## src/rtl/idelay_calib_ctrl_pkg.sv

```systemverilog
// Shared defaults and types for the IDELAY calibration / tap control block.
package idelay_calib_ctrl_pkg;

    localparam int unsigned NUM_LANES   = 11;
    localparam int unsigned TAP_W       = 9;
    localparam int unsigned TAP_DEFAULT = 256;
    localparam int unsigned CAL_CYCLES  = 64;
    localparam int unsigned LANE_W      = 4;

    typedef enum logic {
        CAL,
        READY
    } cal_state_t;

endpackage

```

## src/rtl/idelay_calib_ctrl_calib_timer.sv

```systemverilog
// Calibration timer: holds o_rdy low for CAL_CYCLES edges after reset or a recal request.
module idelay_calib_ctrl_calib_timer #(
    parameter int unsigned CAL_CYCLES = idelay_calib_ctrl_pkg::CAL_CYCLES
) (
    input  logic i_clk,
    input  logic i_rst,
    input  logic i_recal,
    output logic o_rdy
);
    import idelay_calib_ctrl_pkg::*;

    localparam int unsigned CNT_W = $clog2(CAL_CYCLES + 1);

    cal_state_t       state_q, state_d;
    logic [CNT_W-1:0] cnt_q, cnt_d;

    always_ff @(posedge i_clk or posedge i_rst) begin
        if (i_rst) begin
            state_q <= CAL;
            cnt_q   <= '0;
        end else begin
            state_q <= state_d;
            cnt_q   <= cnt_d;
        end
    end

    always_comb begin
        state_d = state_q;
        cnt_d   = cnt_q;
        if (i_recal) begin
            state_d = CAL;
            cnt_d   = '0;
        end else begin
            unique case (state_q)
                CAL: begin
                    cnt_d = cnt_q + CNT_W'(1);
                    if (cnt_q == CNT_W'(CAL_CYCLES - 1)) begin
                        state_d = READY;
                    end
                end
                READY:   cnt_d = cnt_q;
                default: state_d = CAL;
            endcase
        end
    end

    always_comb begin
        o_rdy = (state_q == READY);
    end

endmodule

```

## src/rtl/idelay_calib_ctrl.sv

```systemverilog
// IDELAY control: calibration ready flag plus per-lane tap register bank.
// Optional macro IDELAY_TAP_INCDEC_EN adds saturating per-lane increment/decrement.
module idelay_calib_ctrl #(
    parameter int unsigned NUM_LANES   = idelay_calib_ctrl_pkg::NUM_LANES,
    parameter int unsigned TAP_W       = idelay_calib_ctrl_pkg::TAP_W,
    parameter int unsigned TAP_DEFAULT = idelay_calib_ctrl_pkg::TAP_DEFAULT,
    parameter int unsigned CAL_CYCLES  = idelay_calib_ctrl_pkg::CAL_CYCLES
) (
    input  logic                       i_clk,
    input  logic                       i_rst,
    input  logic                       i_recal,
    input  logic                       i_tap_wr_en,
`ifdef IDELAY_TAP_INCDEC_EN
    input  logic                       i_tap_inc,
    input  logic                       i_tap_dec,
`endif
    input  logic [3:0]                 i_tap_lane,
    input  logic [TAP_W-1:0]           i_tap_value,
    output logic                       o_rdy,
    output logic [NUM_LANES*TAP_W-1:0] o_tap_flat,
    output logic                       o_tap_load,
    output logic [3:0]                 o_tap_load_lane,
    output logic                       o_err
);
    import idelay_calib_ctrl_pkg::*;

    logic             rdy;
    logic [TAP_W-1:0] tap_q [NUM_LANES];
    logic [TAP_W-1:0] tap_d [NUM_LANES];
    logic             load_q, err_q;
    logic [3:0]       load_lane_q;
    logic             any_req, multi_req, lane_ok, accept, reject;

    idelay_calib_ctrl_calib_timer #(
        .CAL_CYCLES (CAL_CYCLES)
    ) u_calib_timer (
        .i_clk   (i_clk),
        .i_rst   (i_rst),
        .i_recal (i_recal),
        .o_rdy   (rdy)
    );

    always_comb begin
`ifdef IDELAY_TAP_INCDEC_EN
        any_req   = i_tap_wr_en | i_tap_inc | i_tap_dec;
        multi_req = (i_tap_wr_en & i_tap_inc) | (i_tap_wr_en & i_tap_dec) |
                    (i_tap_inc & i_tap_dec);
`else
        any_req   = i_tap_wr_en;
        multi_req = 1'b0;
`endif
        lane_ok = (32'(i_tap_lane) < NUM_LANES);
        // Recal takes priority: a coincident write is dropped and flagged.
        accept  = any_req && !multi_req && rdy && !i_recal && lane_ok;
        reject  = any_req && !accept;
    end

    always_comb begin
        for (int unsigned n = 0; n < NUM_LANES; n++) begin
            tap_d[n] = tap_q[n];
            if (accept && (i_tap_lane == 4'(n))) begin
`ifdef IDELAY_TAP_INCDEC_EN
                if (i_tap_inc) begin
                    tap_d[n] = (&tap_q[n]) ? tap_q[n] : tap_q[n] + TAP_W'(1);
                end else if (i_tap_dec) begin
                    tap_d[n] = (tap_q[n] == '0) ? tap_q[n] : tap_q[n] - TAP_W'(1);
                end else begin
                    tap_d[n] = i_tap_value;
                end
`else
                tap_d[n] = i_tap_value;
`endif
            end
        end
    end

    always_ff @(posedge i_clk or posedge i_rst) begin
        if (i_rst) begin
            for (int unsigned n = 0; n < NUM_LANES; n++) begin
                tap_q[n] <= TAP_W'(TAP_DEFAULT);
            end
            load_q      <= 1'b0;
            err_q       <= 1'b0;
            load_lane_q <= '0;
        end else begin
            for (int unsigned n = 0; n < NUM_LANES; n++) begin
                tap_q[n] <= tap_d[n];
            end
            load_q <= accept;
            err_q  <= reject;
            if (accept) begin
                load_lane_q <= i_tap_lane;
            end
        end
    end

    always_comb begin
        for (int unsigned n = 0; n < NUM_LANES; n++) begin
            o_tap_flat[n*TAP_W +: TAP_W] = tap_q[n];
        end
        o_rdy           = rdy;
        o_tap_load      = load_q;
        o_tap_load_lane = load_lane_q;
        o_err           = err_q;
    end

endmodule

```

## config.mk

```make
export PLATFORM = sky130hd
export DESIGN_NAME = idelay_calib_ctrl
export DESIGN_NICKNAME = d
export VERILOG_FILES = /design/src/rtl/idelay_calib_ctrl_pkg.sv /design/src/rtl/idelay_calib_ctrl_calib_timer.sv /design/src/rtl/idelay_calib_ctrl.sv
export SDC_FILE = /design/constraint.sdc
export NUM_CORES = 1
export LEC_CHECK = 0
export CORE_ASPECT_RATIO = 0.6
export CORE_MARGIN = 3
export CORE_UTILIZATION = 52
export CTS_CLUSTER_DIAMETER = 150
export DETAILED_ROUTE_END_ITERATION = 8
export HOLD_SLACK_MARGIN = 0.1
export PLACE_DENSITY = 0.85
export SYNTH_ARGS = -nofsm -noshare
export SYNTH_HDL_FRONTEND = slang
export SYNTH_HIERARCHICAL = 1
export SYNTH_SLANG_ARGS = --single-unit
```

## constraint.sdc

```tcl
create_clock -name i_clk -period 7.3 [get_ports i_clk]
set_clock_uncertainty 0.2 [all_clocks]
set_input_delay 0.73 -clock i_clk [delete_from_list [all_inputs] [get_ports i_clk]]
set_output_delay 0.73 -clock i_clk [all_outputs]
set_load 0.02 [all_outputs]
```

Word level (Yosys, flattened, before mapping)
Cells that the tools add are included.
W data, S select, Z words.
{"block": "totals", "output_inout_bits": 106, "wordCells": 53, "in_bits": 17, "reg_bits": 113}
{"block": "classes", "n_reduce_logical": 18, "magnitude_cmp": 1, "mux": 5, "addsub": 1, "eq_ne": 12}
{"operator": "$eq A4 B3 Y1 const B", "count": 4}
{"operator": "$logic_and A1 B1 Y1", "count": 15}
{"operator": "$mux W7", "count": 2}
{"operator": "$eq A4 B4 Y1 const B", "count": 3}
{"operator": "$eq A4 B2 Y1 const B", "count": 2}
{"operator": "$add A7 B1 Y7 const B", "count": 1}
{"operator": "$eq A7 B6 Y1 const B", "count": 1}
{"operator": "$eq A4 B1 Y1 const B", "count": 1}
{"operator": "$logic_not A4 Y1", "count": 1}
{"operator": "$lt A4 B4 Y1 const B", "count": 1}
{"operator": "$mux W1", "count": 3}
{"operator": "$logic_not A1 Y1", "count": 2}
{"operator": "$ne A2 B2 Y1 const B", "count": 1}

Depth between registers and ports, before layout
Gate-level depths: netlist (run 1).
{"block": "logic_depth", "depth_word": 5, "mapped_depth": 5, "ltp_nobuf": 4}

Cells and area by module
The synthesis (run 1) kept the hierarchy.
{"mod": "idelay_calib_ctrl", "area_each_um2": 4192.8, "seq_area_each_um2": 2641.3, "n_inst": 1, "cells_per_inst": 257}
{"mod": "idelay_calib_ctrl_calib_timer", "area_each_um2": 385.4, "seq_area_each_um2": 200.2, "n_inst": 1, "cells_per_inst": 36}

Worst setup path after synthesis (run 1)
OpenSTA, ideal clock, no wires.
{"block": "synth_path", "path_kind": "input port to flip-flop", "from": "input i_tap_lane[0]", "to": "register tap_q (netlist bit o_tap_flat[10])", "path_buffers": 2, "cell_stages": 5, "setup_time_ns": 0.125, "arrival_ns": 1.882, "path_slack_ns": 5.093, "t_required_ns": 6.975, "cell_sequence": "buf_4 -> inv_1 -> or4_4 -> buf_6 -> mux2_4"}
{"block": "synth_via", "elab_chain_cells": 3, "word_cells_on_any_way": 4, "cone_classes": "1 x order compare; 1 x eq/ne; 2 x reduce/logical"}
{"element": "start, declared", "line_no": "idelay_calib_ctrl.sv:17", "rtl": "input logic [3:0] i_tap_lane,"}
{"element": "$lt A4 B4 Y1", "line_no": "idelay_calib_ctrl.sv:52", "rtl": "lane_ok = (32'(i_tap_lane) < NUM_LANES);"}
{"element": "$logic_and A1 B1 Y1", "line_no": "idelay_calib_ctrl.sv:54", "rtl": "accept = any_req && !multi_req && rdy && !i_recal && lane_ok;"}
{"element": "$logic_and A1 B1 Y1 *", "line_no": "idelay_calib_ctrl.sv:61", "rtl": "if (accept && (i_tap_lane == 4'(n))) begin"}
{"element": "end signal, assigned by index", "line_no": "idelay_calib_ctrl.sv:80", "rtl": "tap_q[n] <= TAP_W'(TAP_DEFAULT);"}
{"element": "end signal, assigned by index", "line_no": "idelay_calib_ctrl.sv:87", "rtl": "tap_q[n] <= tap_d[n];"}
{"element": "end, declared", "line_no": "idelay_calib_ctrl.sv:28", "rtl": "logic [TAP_W-1:0] tap_q [NUM_LANES];"}
Mark *: on every way between the ends. The rest lies on a longest branch, timed or not.
A chain may end at the register's enable or synchronous reset.

Final worst setup path (run 1)
{"block": "layout_path", "from": "input i_recal", "to": "register tap_q (netlist bit o_tap_flat[31])"}
{"block": "layout_via", "elab_chain_cells": 4}
{"element": "start, declared", "line_no": "idelay_calib_ctrl.sv:11", "rtl": "input logic i_recal,"}
{"element": "$logic_not A1 Y1", "line_no": "idelay_calib_ctrl.sv:54"}
{"element": "$logic_and A1 B1 Y1 (2 in series)", "line_no": "idelay_calib_ctrl.sv:54"}
{"element": "$logic_and A1 B1 Y1", "line_no": "idelay_calib_ctrl.sv:61"}
Every way passes these cells.

==> impl_metrics.csv, run 1 <==
group,metric,value,unit
status,status,"finished, final reports clean",
yosys,ys_types,42,
detailed_routing,vias,2931,
clock_network,clock-sinks,113,
critical_path,r2r_start,"u_calib_timer/o_rdy",
hold_path,worst_hold_path.endpoint,"o_tap_flat[82]",
critical_path,crit_type,"primary input to flop",
placed_design,port_buffers,122,
critical_path,rrSetupSlack,5.14,ns
floorplanning,coreArea,0.008195,sq mm
global_route,grt_usage,23.49,%
pwr,p_leak,3.045,nW
critical_path,cp.arrival,2.73,ns
clock_network,cts_hold_buf,0,
detailed_routing,first_iter_violations,71,
pwr,powerDensity,230.0,mW/mm^2
critical_path,cp-end-kind,"flop",
critical_path,start_kind,"primary input",
global_route,grt_start_max_net_pins,64,
timing,tightest_slew,0.7785,ns
hold_path,worstHoldPathType,"flop to flop",
clock_network,cts_buffer_depth,2,
finish,drive_gt1_share,34.65,%
hold_path,hold_start,"o_tap_flat[82]",
floorplanning,pin_count,123,
detailed_routing,drc_errors,0,
clock_network,insertion_delay,0.40,ns
floorplanning,die_area,0.01000,sq mm
critical_path,r2r_cells,3,
critical_path,path_cells,"clkdlybuf4s50_1 -> nand4bb_4 -> nor4_4 -> mux2_2",
finish,nets,435,
timing,drv_slew,0,
clock_network,cts_buffers,17,
placed_design,dp_hpwl,7345,um
placed_design,gp_congestion,0.8761,
yosys,synth_top_area_share,55.75,%
floorplanning,start_util,55.86,%
timing,max_slew_margin,48.10,%
timing,finalCriticalPeriod,2.648,ns
clock_network,cts-root-buf,"clkbuf_16",
floorplanning,fp-row-count,25,
yosys,syn_nets,311,
floorplanning,die_h,78.68,um
critical_path,cp_top_family,"simple AND/OR/NAND/NOR gates",
detailed_routing,wirelength,11010,um
global_route,grt_pass1_vias,3057,
clock_network,post_cts_resized,0,
finish,antenna_cells,0,
global_route,grt-ovfl-total,0,
critical_path,rr_endpoint,"o_tap_flat[45]",
clock_network,clk_pin_slew,0.05,ns
global_route,grt_pass1_wl,17420,um
finish,fin_cells,538,
clock_network,post_cts_buffers,0,
yosys,avgSynthCellArea,15.63,sq um
yosys,ys.flop_type,"dfrtp_1",
timing,hold_viol,0,
yosys,ys_seq_area_share,62.07,%
detailed_routing,wl_per_cell,20.46,um
yosys,ys_warn_count,6,
timing,fmax,0.3776,GHz
yosys,ys_seq_elements,113,
timing,rsz0062_at_grt,"false",
detailed_routing,ant_nets,0,
clock_network,tritoncts,"done",
yosys,synth_edf_count,0,
yosys,synthesis.instances,293,
placed_design,post_dp_cell_area,0.005851,sq mm
job,drv_cap,0,
yosys,postSynth.asyncResetShare,100.0,%
timing,min_period_over_period,36.28,%
detailed_routing,dr.pass1.iters,4,
clock_network,htreeDepth,4,
yosys,synth.most_common_cell,"dfrtp_1",
yosys,yosys.area.top_type,"dfrtp_1",
finish,finalInstanceArea,0.006405,sq mm
hold_path,hold_path_depth,1,
placed_design,dpl.cell_count,506,
pwr,vdd_drop_max,0.1608,mV
finish,nFillCells,496,
yosys,synth.area.top_cells,"dfrtp_1 (56%), mux2_2 (20%), dfstp_2 (6.3%)",
finish,area_delta_synth_final,39.90,%
floorplanning,fp.dieW,127.1,um
critical_path,critPathBufInv,1,
critical_path,slowest_stage,"clkdlybuf4s50_1",
critical_path,cp.required,7.38,ns
global_route,antenna_found_initial,0,
yosys,ys_top_cells_by_count,"dfrtp_1 (102), mux2_2 (81), mux2_4 (18)",
detailed_routing,avgViaCountPerCell,5.448,
yosys,netlist_area,0.004578,sq mm
critical_path,path_max_fanout,13,
timing,final.setup.tns,0,ns
critical_path,max_stage_delay,0.63,ns
timing,worst_hold_slack,0.3007,ns
timing,setup_viol,0,
## flip-flops by register name, summed over array words and instances (netlist names)
signal,flops
u_calib_timer/o_rdy,1
o_tap_load,1
u_calib_timer/cnt_q,7
o_tap_load_lane,4
o_err,1
o_tap_flat,99
## worst max path at each step
stage	from	endpoint	slack, ns	cells after the start
5_1_grt	i_recal	o_tap_flat[31]	4.57	4
6_report	i_recal	o_tap_flat[31]	4.65	4
2_1_floorplan	i_rst	o_err	3.63	1
4_1_cts	i_recal	o_tap_flat[31]	4.66	4
3_5_place_dp	i_recal	o_tap_flat[28]	4.26	4
3_3_place_gp	i_recal	o_tap_flat[31]	4.31	4
## per-layer routing
| metal | global-route usage (%) | share of wire [%] | vias up | wire (um) |
|---|---|---|---|---|
| met5 | 0 | 0 | - | 0 |
| met2 | 34.12 | 44 | 112 | 4791 |
| li1 | - | - | 1298 | - |
| met1 | 31.71 | 46 | 1506 | 5041 |
| met4 | 5.567 | 1.1 | 0 | 122 |
| met3 | 11.76 | 9.6 | 15 | 1054 |
## worst register-to-register path, delay by kind of cell, from the launching register on
| kind | cells | cell delay, ns |
|---|---|---|
| multiplexers | 1 | 0.40 |
| flip-flops | 1 | 0.58 |
| AND/OR/NAND/NOR | 2 | 0.86 |
## cell usage in the layout, fill, tap and decap left out, types with 5 or more instances in the layout
| cell type | instances |
|---|---|
| dfstp_2 | 11 |
| nor2_1 | 9 |
| clkinv_2 | 5 |
| clkdlybuf4s50_1 | 122 |
| clkbuf_1 | 5 |
| dfrtp_1 | 102 |
| mux2_2 | 81 |
| a21oi_1 | 8 |
| mux2_4 | 18 |
| clkbuf_16 | 17 |
## where the power goes
| part | switching (mW) | total, mW | internal, mW | leakage, nW |
|---|---|---|---|---|
| clock | 0.263 | 0.764 | 0.500 | 0.278 |
| sequential | 0.00498 | 0.640 | 0.635 | 1.53 |
| combinational | 0.0435 | 0.0692 | 0.0257 | 1.24 |
## area by class of cell
class	count	area, sq um	area share, %
well taps	108	135.1	2.110
flip-flops and latches	113	2841	44.36
multi-input cells	157	1624	25.36
repair buffers	123	1229	19.18
clock buffers	26	499.2	7.794
inverters	5	21.27	0.3321
clock inverters	6	55.05	0.8595
## through the flow
stage	utilization [%]	total power [mW]	setup WS, ns
floorplan	-	0.6856	3.628
global placement	71.39	0.7181	4.313
detailed placement	71.39	0.7199	4.261
CTS	78.15	1.484	4.656
global route	78.15	1.522	4.570
finish	78.15	1.473	4.652
## cells by family after synthesis
family	share of synthesized area (%)
mux	26.05
flops	62.07
compound gates	1.886
fa+ha+maj	0.2733
simple gates	6.505
xor+xnor	0.7654
buf+inv	2.459
Power figures use the tool's default switching activity.
==> run 2, diff against run 1 <==
Settings changed: CORE_UTILIZATION 52 to 48, PLACE_DENSITY 0.85 to 0.79.
Clock period 7.3 ns to 2.7 ns, I/O delays scaled along.
==> run 2 against run 1 <==
Flip-flop and latch count did not move. Critical path type is now flop to flop. Critical endpoint is now o_tap_flat[56]. Register-to-register slack worse by 4.6 ns. Highest routed layer unchanged. Largest power group unchanged. Power grew to 2.8 times the previous value.
==> impl_metrics.csv, run 2 (synthesis gave the netlist of run 1 again) <==
group,metric,value,unit
critical_path,crit_path_start,"u_calib_timer/o_rdy",
timing,final.setup.tns,0,ns
hold_path,hold_start,"o_tap_flat[5]",
status,status,"finished, final reports clean",
global_route,grt_pass1_vias,3117,
finish,fin_cells,561,
global_route,antenna_found_initial,0,
detailed_routing,first_iter_violations,160,
finish,postLayoutCoreUtil,73.47,%
pwr,power_frac_seq,41.8,%
clock_network,cts_hold_buf,1,
global_route,grt-ovfl-total,0,
detailed_routing,dr.pass1.iters,4,
clock_network,post_cts_resized,0,
critical_path,rrSetupSlack,0.53,ns
pwr,vdd_drop_max,0.4252,mV
detailed_routing,drc_errors,0,
critical_path,r2r_start,"u_calib_timer/o_rdy",
critical_path,crit_type,"flop to flop",
global_route,grt_usage,22.58,%
timing,hold_viol,0,
critical_path,path_max_fanout,11,
pwr,switching_power,0.8443,mW
timing,fmax,0.4614,GHz
floorplanning,die_h,81.65,um
timing,finalCriticalPeriod,2.167,ns
finish,nets,440,
detailed_routing,wirelength,11480,um
pwr,powerDensity,633.8,mW/mm^2
pwr,combPwrFrac,4.7,%
pwr,netSwitchingFraction,20.42,%
timing,max_slew_margin,53.62,%
timing,drv_slew,0,
job,drv_cap,0,
finish,antenna_cells,0,
clock_network,htreeDepth,4,
finish,drive_gt1_share,35.40,%
finish,largest_reg_flops,99,
critical_path,r2r_cells,3,
floorplanning,fp-row-count,26,
critical_path,cp.required,2.78,ns
global_route,grt_start_max_net_pins,106,
critical_path,start_kind,"flop",
timing,tightest_slew,0.6935,ns
hold_path,worst_hold_path.endpoint,"o_tap_flat[5]",
clock_network,cts_buffers,17,
placed_design,dpl.cell_count,528,
clock_network,cts-root-buf,"clkbuf_16",
timing,setup_viol,0,
pwr,power_frac_clock,53.5,%
floorplanning,pin_count,123,
floorplanning,coreArea,0.008881,sq mm
critical_path,rr_endpoint,"o_tap_flat[56]",
detailed_routing,vias,2931,
placed_design,gp_congestion,0.7732,
clock_network,clock-sinks,113,
floorplanning,fp.dieW,132.1,um
detailed_routing,wl_per_cell,20.46,um
clock_network,clk_pin_slew,0.05,ns
hold_path,hold_path_depth,1,
hold_path,worstHoldPathType,"flop to flop",
pwr,p_int,3.291,mW
clock_network,tritoncts,"done",
placed_design,port_buffers,122,
pwr,power.total,4.135,mW
clock_network,cts_buffer_depth,2,
timing,min_period_over_period,80.27,%
timing,worst_hold_slack,0.2999,ns
floorplanning,start_util,51.55,%
detailed_routing,ant_nets,0,
critical_path,cp-end-kind,"flop",
placed_design,dp_hpwl,7600,um
clock_network,insertion_delay,0.39,ns
critical_path,cp.arrival,2.25,ns
finish,area_delta_synth_final,42.53,%
timing,rsz0062_at_grt,"false",
finish,final_cell_mix,"clkdlybuf4s50_1 (122), dfrtp_1 (102), mux2_2 (81)",
pwr,p_leak,3.090,nW
global_route,grt_pass1_wl,18110,um
finish,final_common_cell,"clkdlybuf4s50_1",
floorplanning,die_area,0.01078,sq mm
detailed_routing,avgViaCountPerCell,5.225,
clock_network,post_cts_buffers,0,
## run 2: changes by cell type in the layout (fill, tap and decap cells not counted)
| cell | before | now |
|---|---|---|
| clkbuf_8 | 4 | 6 |
| inv_4 | 1 | 0 |
| clkinv_2 | 5 | 3 |
| buf_12 | 0 | 1 |
| bufinv_16 | 1 | 2 |
| dlygate4sd3_1 | 0 | 1 |
| clkbuf_1 | 5 | 4 |
| clkinvlp_4 | 0 | 1 |
| buf_4 | 1 | 4 |
## run 2: critical path, stage by stage (launching register included)
cell	delay, ns
dfrtp_1	0.58
and4bb_1	0.38
and4_1	0.50
mux2_2	0.39
## run 2: worst max path at each step
stage                                end  slack, ns  cells past startpoint
final                     o_tap_flat[56]       0.53                      3
after global placement    o_tap_flat[61]       0.33                      4
after global routing      o_tap_flat[56]       0.44                      3
after detailed placement  o_tap_flat[81]       0.26                      4
after floorplan           o_tap_flat[18]       0.69                      4
after CTS                          o_rdy       0.54                      1
## run 2: layout make-up
| class | instances | area, sq um |
|---|---|---|
| repair buffers | 128 | 1281 |
| well taps | 126 | 157.7 |
| flip-flops and latches | 113 | 2841 |
| clock buffers | 27 | 523.0 |
| fillers | 577 | 2356 |
| multi-input cells | 157 | 1624 |
| clock inverters | 5 | 75.07 |
| inverters | 5 | 22.52 |
## run 2: per-layer routing
metal / vias to the layer above / part of all wire [%] / global-route usage, % / wire length [um]
met5: - / 0 / 0 / 0
met1: 1515 / 45 / 29.73 / 5221
li1: 1304 / - / - / -
met4: 0 / 0.22 / 6.080 / 25
met2: 108 / 45 / 34.66 / 5220
met3: 4 / 8.8 / 9.853 / 1008
## run 2: per-stage QoR
| stage | setup WS, ns | cell area, sq um |
|---|---|---|
| after floorplan | 0.6939 | 4582 |
| after global routing | 0.4409 | 6525 |
| after global placement | 0.3257 | 5917 |
| after CTS | 0.5418 | 6525 |
| after detailed placement | 0.2581 | 5917 |
| final | 0.5326 | 6525 |
## run 2: power by group through the flow
stage | registers (mW) | clock network [mW] | logic (mW)
after floorplan | 1.77 | 0 | 0.0807
after global placement | 1.76 | 0 | 0.190
after detailed placement | 1.76 | 0 | 0.195
after CTS | 1.73 | 2.24 | 0.198
after global routing | 1.73 | 2.34 | 0.211
final | 1.73 | 2.21 | 0.194
